File: config.mk
export PLATFORM = sky130hd
export DESIGN_NAME = key_buffer_reader_flat
export DESIGN_NICKNAME = d
export VERILOG_FILES = /design/src/rtl/kpt_pkg.sv /design/src/rtl/key_buffer_reader_if.sv /design/src/rtl/key_buffer_reader.sv /design/src/flat_wrapper.sv
export SDC_FILE = /design/constraint.sdc
export NUM_CORES = 1
export LEC_CHECK = 0
export BUFFER_PORTS_ARGS = -buffer_cell sky130_fd_sc_hd__buf_2
export CORE_AREA = 2 2 228 230
export DETAILED_ROUTE_END_ITERATION = 16
export DIE_AREA = 0 0 230 232
export MAX_ROUTING_LAYER = met4
export PLACE_DENSITY = 0.56
export SLEW_MARGIN = 20
export SYNTH_ARGS = -nofsm -noshare
export SYNTH_HDL_FRONTEND = slang
export SYNTH_SLANG_ARGS = --single-unit
File: constraint.sdc
create_clock -name i_clk -period 2.4 [get_ports i_clk]
set_input_delay 0 -clock i_clk [delete_from_list [all_inputs] [get_ports i_clk]]
set_output_delay 0 -clock i_clk [all_outputs]
set_load 0.05 [all_outputs]
File: src/rtl/kpt_pkg.sv
// rtl/kpt_pkg.sv - shared keypoint widths, record type and reader state encoding
package kpt_pkg;

  localparam int COOR_W  = 10;
  localparam int SCORE_W = 8;
  localparam int DESC_W  = 256;

  // One keypoint as presented at the buffer head and held for the matcher
  typedef struct packed {
    logic [COOR_W-1:0]  coor_x;
    logic [COOR_W-1:0]  coor_y;
    logic [SCORE_W-1:0] score;
    logic [DESC_W-1:0]  descriptor;
  } kpt_t;

  typedef enum logic [2:0] {
    ST_IDLE,
    ST_CAPTURE,
    ST_SEND,
    ST_POP,
    ST_DONE
  } reader_state_t;

endpackage

File: src/rtl/key_buffer_reader_if.sv
// rtl/key_buffer_reader_if.sv - keypoint stream from the reader to the descriptor matcher
interface key_buffer_reader_if;
  import kpt_pkg::*;

  logic               valid;
  logic               ready;
  logic [COOR_W-1:0]  coor_x;
  logic [COOR_W-1:0]  coor_y;
  logic [SCORE_W-1:0] score;
  logic [DESC_W-1:0]  descriptor;

  modport master (
    output valid,
    output coor_x,
    output coor_y,
    output score,
    output descriptor,
    input  ready
  );

  modport slave (
    input  valid,
    input  coor_x,
    input  coor_y,
    input  score,
    input  descriptor,
    output ready
  );

endinterface

File: src/rtl/key_buffer_reader.sv
// rtl/key_buffer_reader.sv - drains the keypoint buffer to the matcher; KEY_READER_MINSCORE_EN selects min-score filtering
module key_buffer_reader
  import kpt_pkg::*;
#(
  parameter int                 DEPTH     = 100,
  parameter logic [SCORE_W-1:0] MIN_SCORE = 8'd1
) (
  input  logic                i_clk,
  input  logic                i_rst,
  input  logic                i_start,
  input  logic                i_buf_wr,
  input  logic [COOR_W-1:0]   i_coor_x,
  input  logic [COOR_W-1:0]   i_coor_y,
  input  logic [SCORE_W-1:0]  i_score,
  input  logic [DESC_W-1:0]   i_descriptor,
  output logic                o_next,
  key_buffer_reader_if.master m_kpt,
  output logic                o_busy,
  output logic                o_done,
  output logic [9:0]          o_num_kpt
);

  localparam int                SLOT_W    = (DEPTH > 1) ? $clog2(DEPTH) : 1;
  localparam logic [SLOT_W-1:0] SLOT_LAST = SLOT_W'(DEPTH - 1);
  localparam logic [9:0]        KPT_MAX   = 10'(DEPTH);

  reader_state_t     state_q;
  kpt_t              kpt_q;
  logic [SLOT_W-1:0] slot_q;
  logic [9:0]        kpt_cnt_q;
  logic [9:0]        num_kpt_q;
  logic              score_pass;

`ifdef KEY_READER_MINSCORE_EN
  assign score_pass = (i_score >= MIN_SCORE);
`else
  // Empty slots carry score 0; the threshold only matters in the filtered build
  assign score_pass = (i_score != '0);
  wire [SCORE_W-1:0] unused_min_score = MIN_SCORE;
`endif

  // Pop is withheld while the buffer is inserting so the two never collide
  assign o_next       = (state_q == ST_POP) && !i_buf_wr;
  assign o_busy       = (state_q != ST_IDLE);
  assign o_done       = (state_q == ST_DONE);
  assign o_num_kpt    = num_kpt_q;

  assign m_kpt.valid      = (state_q == ST_SEND);
  assign m_kpt.coor_x     = kpt_q.coor_x;
  assign m_kpt.coor_y     = kpt_q.coor_y;
  assign m_kpt.score      = kpt_q.score;
  assign m_kpt.descriptor = kpt_q.descriptor;

  // Drain sequencer: capture head, optionally send, pop, repeat DEPTH times
  always_ff @(posedge i_clk) begin
    if (i_rst) begin
      state_q   <= ST_IDLE;
      kpt_q     <= '0;
      slot_q    <= '0;
      kpt_cnt_q <= '0;
      num_kpt_q <= '0;
    end else begin
      case (state_q)
        ST_IDLE: begin
          if (i_start) begin
            state_q   <= ST_CAPTURE;
            slot_q    <= '0;
            kpt_cnt_q <= '0;
          end
        end
        ST_CAPTURE: begin
          kpt_q.coor_x     <= i_coor_x;
          kpt_q.coor_y     <= i_coor_y;
          kpt_q.score      <= i_score;
          kpt_q.descriptor <= i_descriptor;
          state_q          <= score_pass ? ST_SEND : ST_POP;
        end
        ST_SEND: begin
          if (m_kpt.ready) begin
            if (kpt_cnt_q != KPT_MAX) begin
              kpt_cnt_q <= kpt_cnt_q + 10'd1;
            end
            state_q <= ST_POP;
          end
        end
        ST_POP: begin
          if (!i_buf_wr) begin
            // The head advances on this edge, so CAPTURE next cycle sees the new slot
            if (slot_q == SLOT_LAST) begin
              state_q <= ST_DONE;
            end else begin
              slot_q  <= slot_q + SLOT_W'(1);
              state_q <= ST_CAPTURE;
            end
          end
        end
        ST_DONE: begin
          num_kpt_q <= kpt_cnt_q;
          state_q   <= ST_IDLE;
        end
        default: state_q <= ST_IDLE;
      endcase
    end
  end

endmodule

File: src/flat_wrapper.sv
// flat-port wrapper written by rule: the top's interface ports become plain ports
module key_buffer_reader_flat import kpt_pkg::*;
#(
  parameter int                 DEPTH     = 100,
  parameter logic [SCORE_W-1:0] MIN_SCORE = 8'd1
)
  (i_clk, i_rst, i_start, i_buf_wr, i_coor_x, i_coor_y, i_score, i_descriptor, o_next, o_busy, o_done, o_num_kpt, m_kpt_valid, m_kpt_coor_x, m_kpt_coor_y, m_kpt_score, m_kpt_descriptor, m_kpt_ready);
  key_buffer_reader_if m_kpt_i ();
  input  logic i_clk;
  input  logic i_rst;
  input  logic i_start;
  input  logic i_buf_wr;
  input  logic [COOR_W-1:0] i_coor_x;
  input  logic [COOR_W-1:0] i_coor_y;
  input  logic [SCORE_W-1:0] i_score;
  input  logic [DESC_W-1:0] i_descriptor;
  output logic o_next;
  output logic o_busy;
  output logic o_done;
  output logic [9:0] o_num_kpt;
  output wire logic [$bits(m_kpt_i.valid)-1:0] m_kpt_valid;
  output wire logic [$bits(m_kpt_i.coor_x)-1:0] m_kpt_coor_x;
  output wire logic [$bits(m_kpt_i.coor_y)-1:0] m_kpt_coor_y;
  output wire logic [$bits(m_kpt_i.score)-1:0] m_kpt_score;
  output wire logic [$bits(m_kpt_i.descriptor)-1:0] m_kpt_descriptor;
  input wire logic [$bits(m_kpt_i.ready)-1:0] m_kpt_ready;
  assign m_kpt_valid = m_kpt_i.valid;
  assign m_kpt_coor_x = m_kpt_i.coor_x;
  assign m_kpt_coor_y = m_kpt_i.coor_y;
  assign m_kpt_score = m_kpt_i.score;
  assign m_kpt_descriptor = m_kpt_i.descriptor;
  assign m_kpt_i.ready = m_kpt_ready;
  key_buffer_reader #(.DEPTH(DEPTH), .MIN_SCORE(MIN_SCORE)) u_core (.i_clk(i_clk), .i_rst(i_rst), .i_start(i_start), .i_buf_wr(i_buf_wr), .i_coor_x(i_coor_x), .i_coor_y(i_coor_y), .i_score(i_score), .i_descriptor(i_descriptor), .o_next(o_next), .m_kpt(m_kpt_i), .o_busy(o_busy), .o_done(o_done), .o_num_kpt(o_num_kpt));
endmodule
==> results of run 1 <==
[cells in the mapped netlist, types with 2 or more instances]
cell / instances / share of area
inv_1: 7 / 0.0024
or3b_2: 2 / 0.0016
nand3b_1: 6 / 0.0040
buf_2: 29 / 0.013
a31o_2: 2 / 0.0016
nor4_1: 4 / 0.0022
dfxtp_1: 314 / 0.56
nand2_1: 604 / 0.20
o21ai_0: 6 / 0.0027
a311oi_1: 9 / 0.0071
and4bb_2: 2 / 0.0022
nand2b_1: 3 / 0.0017
ha_1: 3 / 0.0034
a21oi_1: 303 / 0.14
clkbuf_1: 76 / 0.026
nor3_1: 3 / 0.0013
o21a_1: 2 / 0.0013
a41oi_1: 4 / 0.0031
nand3_1: 5 / 0.0022
and3_1: 6 / 0.0034
nor2_1: 3 / 0.0010
[flip-flops by register name, indices dropped and copies added (netlist names)]
| name | count |
|---|---|
| u_core.m_kpt.coor_y | 10 |
| u_core.state_q | 3 |
| u_core.m_kpt.descriptor | 256 |
| u_core.m_kpt.coor_x | 10 |
| u_core.kpt_cnt_q | 10 |
| u_core.o_num_kpt | 10 |
| u_core.slot_q | 7 |
| u_core.m_kpt.score | 8 |
[where the power goes]
part           leakage [nW]  internal [mW]  switching, mW
clock network         0.585           3.32           2.23
logic                  5.75           1.50           3.36
registers              2.56           5.73          0.269
total                  8.89           10.6           5.86
[final cells by class]
class,instances,area (um^2),area share
repair buffers,976,6894,0.3504
flip-flops and latches,314,6289,0.3196
multi-input cells,989,4418,0.2246
clock buffers,50,1025,0.05209
well taps,680,850.8,0.04325
clock inverters,15,166.4,0.008458
inverters,7,26.28,0.001336
diodes,2,5.005,0.0002544
[critical path, stage by stage, from the launching register on]
cell and delay, ns:
dfxtp_1 0.33, buf_4 0.20, nor3b_4 0.21, buf_12 0.19, buf_16 0.28, nand2_1 0.10, a21oi_1 0.14, dlygate4sd3_1 0.59
[routing by layer]
metal	global-route usage	vias up
met1	0.1787	6057
met5	-	-
li1	-	6448
met4	0.06875	0
met3	0.03917	122
met2	0.2646	532
[cells by family after synthesis]
| kind of cell | count (synthesis) | share of synthesized area |
|---|---|---|
| simple gates | 649 | 0.2317 |
| flops | 314 | 0.5636 |
| mux | 1 | 0.0008975 |
| buf+inv | 113 | 0.04128 |
| compound gates | 336 | 0.1592 |
| fa+ha+maj | 3 | 0.003366 |
[stage by stage]
stage	instances	setup slack, ns	total power, mW	area (um^2)	hold WS [ns]
after floorplan	1416	0.6139	9.102	11150	0.1360
after global placement	2600	0.4736	10.32	14800	0.2382
after detailed placement	2600	0.4294	10.38	14800	0.2446
after CTS	3031	0.1046	16.57	19650	0.003673
after global routing	3032	0.01496	17.19	19670	0.02757
final	3033	0.1561	16.42	19670	0.01392
[path summary, 6_finish.rpt]
kind                                               endpoint  cells after the start
setup / recovery  u_core.m_kpt.descriptor[121]$_SDFFE_PP0P_                      7
hold / removal                u_core.slot_q[2]$_SDFFE_PP0P_                      2
setup reg to reg  u_core.m_kpt.descriptor[121]$_SDFFE_PP0P_                      7
hold reg to reg   u_core.m_kpt.descriptor[233]$_SDFFE_PP0P_                      2
[timing repair]
item / in CTS / in global routing
setup endpoints to repair: 0 / 68
resized for setup: 0 / 4
hold buffers: 366 / 0
hold endpoints to repair: 291 / 0
==> results.tsv, run 1 <==
stage	metric	value	unit
run_status	outcome	finished clean	
die	area enclosed by the die boundary	0.05336	mm^2
setup_path	sort of element at the end of the critical path	flop	
detailed_routing	number of detailed-routing iterations run before antenna repair	4	
die	Ports	587	
setup_path	origin of the critical flop-to-flop path	u_core.state_q[1]$_SDFFE_PP0P_	
detailed_routing	post-route met1 wirelength	17920	um
die	row count	83	
synthesis	warning count from the yosys run	0	
hold_path	kind of path behind the tightest hold check	in2reg	
die	DIE WIDTH	230	um
power_and_ir_drop	VDD IR-drop max	565.0	uV
final_layout	commonest non-fill, non-tap cell in the layout	nand2_1	
synthesis	nets in the synthesized netlist	1708	
cts	Num CTS Buffers	36	
detailed_routing	drt initial violations	549	
synthesis	post-synth cell types	44	
cts	CTS H-Tree Depth	2	
detailed_routing	Post-route DRC	0	
detailed_routing	post-detailed-route wirelength per cell	14.37	um
hold_path	startpoint of the lowest-slack hold path	i_rst	
global_route	antenna violations before repair	2	
global_route	maximum number of pins on one net before global-route repair	101	
setup_path	startpoint kind of the worst setup timing path	flop	
timing	Slew @ Worst Pin	0.6650	ns
power_and_ir_drop	Pwr per Cell Area	834.4	mW/mm^2
setup_path	Crit path required time	2.87	ns
detailed_routing	total length of routed wires	43570	um
final_layout	most frequent cells in the layout	nand2_1, buf_2, dlygate4sd3_1	
timing	Final Slew Violations	0	
synthesis	synthesized area per cell	7.877	um^2
setup_path	maximum net fanout on the critical path	95	
power_and_ir_drop	Leak Pwr	8.893	nW
run	Max-cap violations	0	
final_layout	fraction of final layout cells with drive strength greater than 1	0.2884	
synthesis	Post-Synthesis Cells	1416	
final_layout	final design utilization	0.3866	
synthesis	total of flip-flops plus latches after synthesis	314	
timing	setup repair after global routing missed its margin	no	
timing	setup tns final	0	ns
timing	share of the clock period used by the worst path after layout	0.9350	
timing	clock period minus final worst setup slack	2.244	ns
synthesis	Post-synth EDFFs	0	
final_layout	nets@finish	2616	
timing	Final Hold Fails	0	
placed_design	count of input and output buffers	586	
detailed_routing	via/cell ratio	4.339	
timing	relative slew slack	0.5567	
die	Initial Utilization	0.2192	
setup_path	endpoint arrival time on the critical path	2.71	ns
detailed_routing	via count	13159	
global_route	Overall Global Routing Usage	0.1579	
synthesis	Synth Cell Area	0.01115	mm^2
synthesis	Async SR Flop Fraction	0	
placed_design	placer's final routability congestion estimate	0.8315	
cts	Clock Sinks	314	
die	Placeable Area	0.05089	mm^2
final_layout	Filler Cells Inserted	5021	
timing	count of endpoints failing setup in the final report	0	
cts	Clock transition at path regs	0.06	ns
placed_design	half-perimeter wire length after placement	27850	um
setup_path	Critical Path Source	u_core.state_q[1]$_SDFFE_PP0P_	
timing	final clock skew	0.01876	ns
setup_path	path type of the worst setup path	reg2reg	
global_route	total congestion overflow	0	
synthesis	most used flip-flop cell after synthesis	dfxtp_1	
setup_path	reg2reg setup slack	0.16	ns
global_route	global-route wire length before repair	66530	um
final_layout	area growth from synthesis to layout	76.40	%
global_route	number of global-route vias before repair	13115	
cts	number of buffers between clock root and the deepest sink	3	
cts	number of buffers added for setup after CTS	0	
detailed_routing	met2 wire len	21030	um
detailed_routing	top sig layer	met4	
cts	buffer cell driving the clock tree root	clkbuf_16	
cts	Skew-Pair Late Insertion Delay	0.54	ns
detailed_routing	post-route antenna net violation count	0	
timing	f_max	445.7	MHz
cts	clock tree from TritonCTS	built	
die	Die H	232	um
detailed_routing	routed length on met3	2919	um
synthesis	post-synthesis sequential area ratio	0.5636	
No activity file was read; power rests on OpenSTA's default activity.
==> run 2, diff against run 1 <==
- HOLD_SLACK_MARGIN: default -> 0.1
==> run 2 against run 1 <==
Compared with the run above:
- routed wire length rose by 0.36%
- final area grew 0.20%
- clock skew about the same
- critical path depth stayed put
- cell count up 0.13%
- die area is the same
==> results.tsv, run 2 (synthesis gave the netlist of run 1 again) <==
stage	metric	value	unit	change
global_route	global-route wire length before repair	66850	um	was 66530 um
global_route	Overall Global Routing Usage	0.1586		was 0.1579
global_route	antenna violations before repair	2		unchanged
detailed_routing	post-detailed-route wirelength per cell	14.40	um	was 14.37 um
cts	Skew-Pair Late Insertion Delay	0.54	ns	about the same
detailed_routing	number of detailed-routing iterations run before antenna repair	5		was 4
die	area enclosed by the die boundary	0.05336	mm^2	unchanged
cts	Num CTS Buffers	36		unchanged
setup_path	reg2reg setup slack	0.14	ns	was 0.16 ns
power_and_ir_drop	combinational group share of total power	0.296		about the same
placed_design	placer's final routability congestion estimate	0.8315		unchanged
timing	setup repair after global routing missed its margin	no		unchanged
global_route	total congestion overflow	0		unchanged
setup_path	endpoint arrival time on the critical path	2.74	ns	was 2.71 ns
power_and_ir_drop	Pwr per Cell Area	833.7	mW/mm^2	was 834.4 mW/mm^2
placed_design	half-perimeter wire length after placement	27850	um	unchanged
power_and_ir_drop	VDD IR-drop max	566.3	uV	was 565.0 uV
detailed_routing	Post-route DRC	0		unchanged
final_layout	summed area of non-filler cells in the final layout	0.01971	mm^2	was 0.01967 mm^2
global_route	maximum number of pins on one net before global-route repair	101		unchanged
final_layout	max reg flops	256		unchanged
setup_path	maximum net fanout on the critical path	95		unchanged
die	Placeable Area	0.05089	mm^2	unchanged
placed_design	Placed Area	0.01480	mm^2	unchanged
timing	hold slack	0.2420	ns	was 0.01392 ns
timing	share of the clock period used by the worst path after layout	0.9410		was 0.9350
cts	number of buffers added for setup after CTS	0		unchanged
power_and_ir_drop	reported net switching power	5.876	mW	was 5.865 mW
detailed_routing	drt initial violations	585		was 549
cts	number of buffers between clock root and the deepest sink	3		unchanged
setup_path	startpoint kind of the worst setup timing path	flop		unchanged
final_layout	fraction of final layout cells with drive strength greater than 1	0.2879		was 0.2884
hold_path	kind of path behind the tightest hold check	in2reg		unchanged
setup_path	path type of the worst setup path	reg2reg		unchanged
setup_path	Crit path required time	2.88	ns	was 2.87 ns
timing	clock period minus final worst setup slack	2.258	ns	was 2.244 ns
final_layout	nets@finish	2620		was 2616
final_layout	area growth from synthesis to layout	76.76	%	was 76.40%
power_and_ir_drop	part of the total power dissipated in sequential elements	0.365		was 0.366
cts	buffer cell driving the clock tree root	clkbuf_16		unchanged
power_and_ir_drop	post-layout total power	16.44	mW	was 16.42 mW
run_status	outcome	finished clean		unchanged
setup_path	R2R Path End	u_core.m_kpt.descriptor[106]$_SDFFE_PP0P_		was u_core.m_kpt.descriptor[121]$_SDFFE_PP0P_
power_and_ir_drop	switching share of power	0.3575		was 0.3573
detailed_routing	via count	13156		about the same
cts	CTS H-Tree Depth	2		unchanged
timing	relative slew slack	0.5629		was 0.5567
setup_path	sort of element at the end of the critical path	flop		unchanged
hold_path	startpoint of the lowest-slack hold path	i_descriptor[212]		was i_rst
hold_path	worst hold path endpoint	u_core.m_kpt.descriptor[212]$_SDFFE_PP0P_		was u_core.slot_q[2]$_SDFFE_PP0P_
power_and_ir_drop	share of power burned in the clock network	0.338		about the same
die	Initial Utilization	0.2192		unchanged
final_layout	Filler Cells Inserted	5024		was 5021
timing	count of endpoints failing setup in the final report	0		unchanged
timing	final clock skew	0.01853	ns	was 0.01876 ns
cts	Clock Sinks	314		unchanged
timing	Slew @ Worst Pin	0.6556	ns	was 0.6650 ns
cts	Clock transition at path regs	0.06	ns	about the same
detailed_routing	post-route antenna net violation count	0		unchanged
die	Die H	232	um	unchanged
power_and_ir_drop	Leak Pwr	8.913	nW	was 8.893 nW
timing	f_max	442.8	MHz	was 445.7 MHz
detailed_routing	via/cell ratio	4.332		was 4.339
die	row count	83		unchanged
setup_path	worst r2r path cells	7		unchanged
timing	setup tns final	0	ns	unchanged
power_and_ir_drop	Cell Int Power	10.56	mW	was 10.55 mW
die	DIE WIDTH	230	um	unchanged
die	Ports	587		unchanged
global_route	number of global-route vias before repair	13171		was 13.12k
cts	clock tree from TritonCTS	built		unchanged
detailed_routing	total length of routed wires	43730	um	was 43570 um
timing	Final Slew Violations	0		unchanged
final_layout	Most flops, register	u_core.m_kpt.descriptor		unchanged
final_layout	most frequent cells in the layout	nand2_1, buf_2, dlygate4sd3_1		unchanged
timing	Final Hold Fails	0		unchanged
final_layout	commonest non-fill, non-tap cell in the layout	nand2_1		unchanged
hold_path	number of cells on the worst hold path	4		was 2
run	Max-cap violations	0		unchanged
placed_design	count of input and output buffers	586		unchanged
setup_path	origin of the critical flop-to-flop path	u_core.state_q[1]$_SDFFE_PP0P_		unchanged
run 2: layout make-up:
class,instances,area (um^2),share of cell area
Multi-Input combinational cell,989,4418,0.2241
Timing Repair Buffer,980,6934,0.3517
Tap cell,680,850.8,0.04316
Clock buffer,50,1025,0.05198
Clock inverter,15,166.4,0.008441
Inverter,7,26.28,0.001333
Antenna cell,2,5.005,0.0002539
Sequential cell,314,6289,0.3190
run 2: metal layers:
layer | global-route usage | up-vias | routed length (um) | part of all wire
met2 | 0.2659 | 513 | 21120 | 0.48
met4 | 0.06956 | 0 | 1709 | 0.039
met1 | 0.1790 | 6064 | 17940 | 0.41
met3 | 0.03991 | 121 | 2954 | 0.068
met5 | - | - | 0 | 0
li1 | - | 6458 | - | -
run 2: power by group through the flow:
stage	Clock, mW	Sequential [mW]	Combinational [mW]
2_1_floorplan	0	7.83	1.28
3_3_place_gp	0	6.08	4.24
3_5_place_dp	0	6.10	4.28
4_1_cts	5.74	5.99	4.85
5_1_grt	5.95	6.06	5.20
6_report	5.56	6.00	4.87
run 2: metrics by stage:
| stage | util | setup slack (ns) | instances |
|---|---|---|---|
| finish | 0.3874 | 0.1417 | 3037 |
| detailed placement | 0.2908 | 0.4294 | 2600 |
| global route | 0.3874 | 0.01495 | 3036 |
| global placement | 0.2908 | 0.4736 | 2600 |
| floorplan | - | 0.6139 | 1416 |
| CTS | 0.3870 | 0.1047 | 3035 |
run 2: what timing repair did:
| item | CTS | global route |
|---|---|---|
| hold buffers | 370 | 0 |
| hold endpoints to repair | 304 | 0 |
| setup endpoints to repair | 0 | 69 |
| gates resized for setup | 0 | 4 |
run 2: critical path, cell delays in order, from the launching register on:
cell and delay, ns:
dfxtp_1 0.33, buf_4 0.20, nor3b_4 0.21, buf_12 0.19, buf_16 0.28, nand2_1 0.12
a21oi_1 0.16, dlygate4sd3_1 0.57
run 2: worst max path at each step:
| stage | from | to | slack, ns | cells past startpoint |
|---|---|---|---|---|
| 4_1_cts | u_core.state_q[0]$_SDFFE_PP0P_ | u_core.m_kpt.descriptor[51]$_SDFFE_PP0P_ | 0.10 | 6 |
| 6_report | u_core.state_q[1]$_SDFFE_PP0P_ | u_core.m_kpt.descriptor[106]$_SDFFE_PP0P_ | 0.14 | 7 |
| 3_3_place_gp | u_core.kpt_cnt_q[0]$_SDFFE_PP0P_ | u_core.kpt_cnt_q[3]$_SDFFE_PP0P_ | 0.47 | 6 |
| 3_5_place_dp | u_core.kpt_cnt_q[0]$_SDFFE_PP0P_ | u_core.kpt_cnt_q[8]$_SDFFE_PP0P_ | 0.43 | 6 |
| 2_1_floorplan | u_core.kpt_cnt_q[0]$_SDFFE_PP0P_ | u_core.kpt_cnt_q[5]$_SDFFE_PP0P_ | 0.61 | 6 |
| 5_1_grt | u_core.state_q[1]$_SDFFE_PP0P_ | u_core.m_kpt.descriptor[101]$_SDFFE_PP0P_ | 0.01 | 7 |
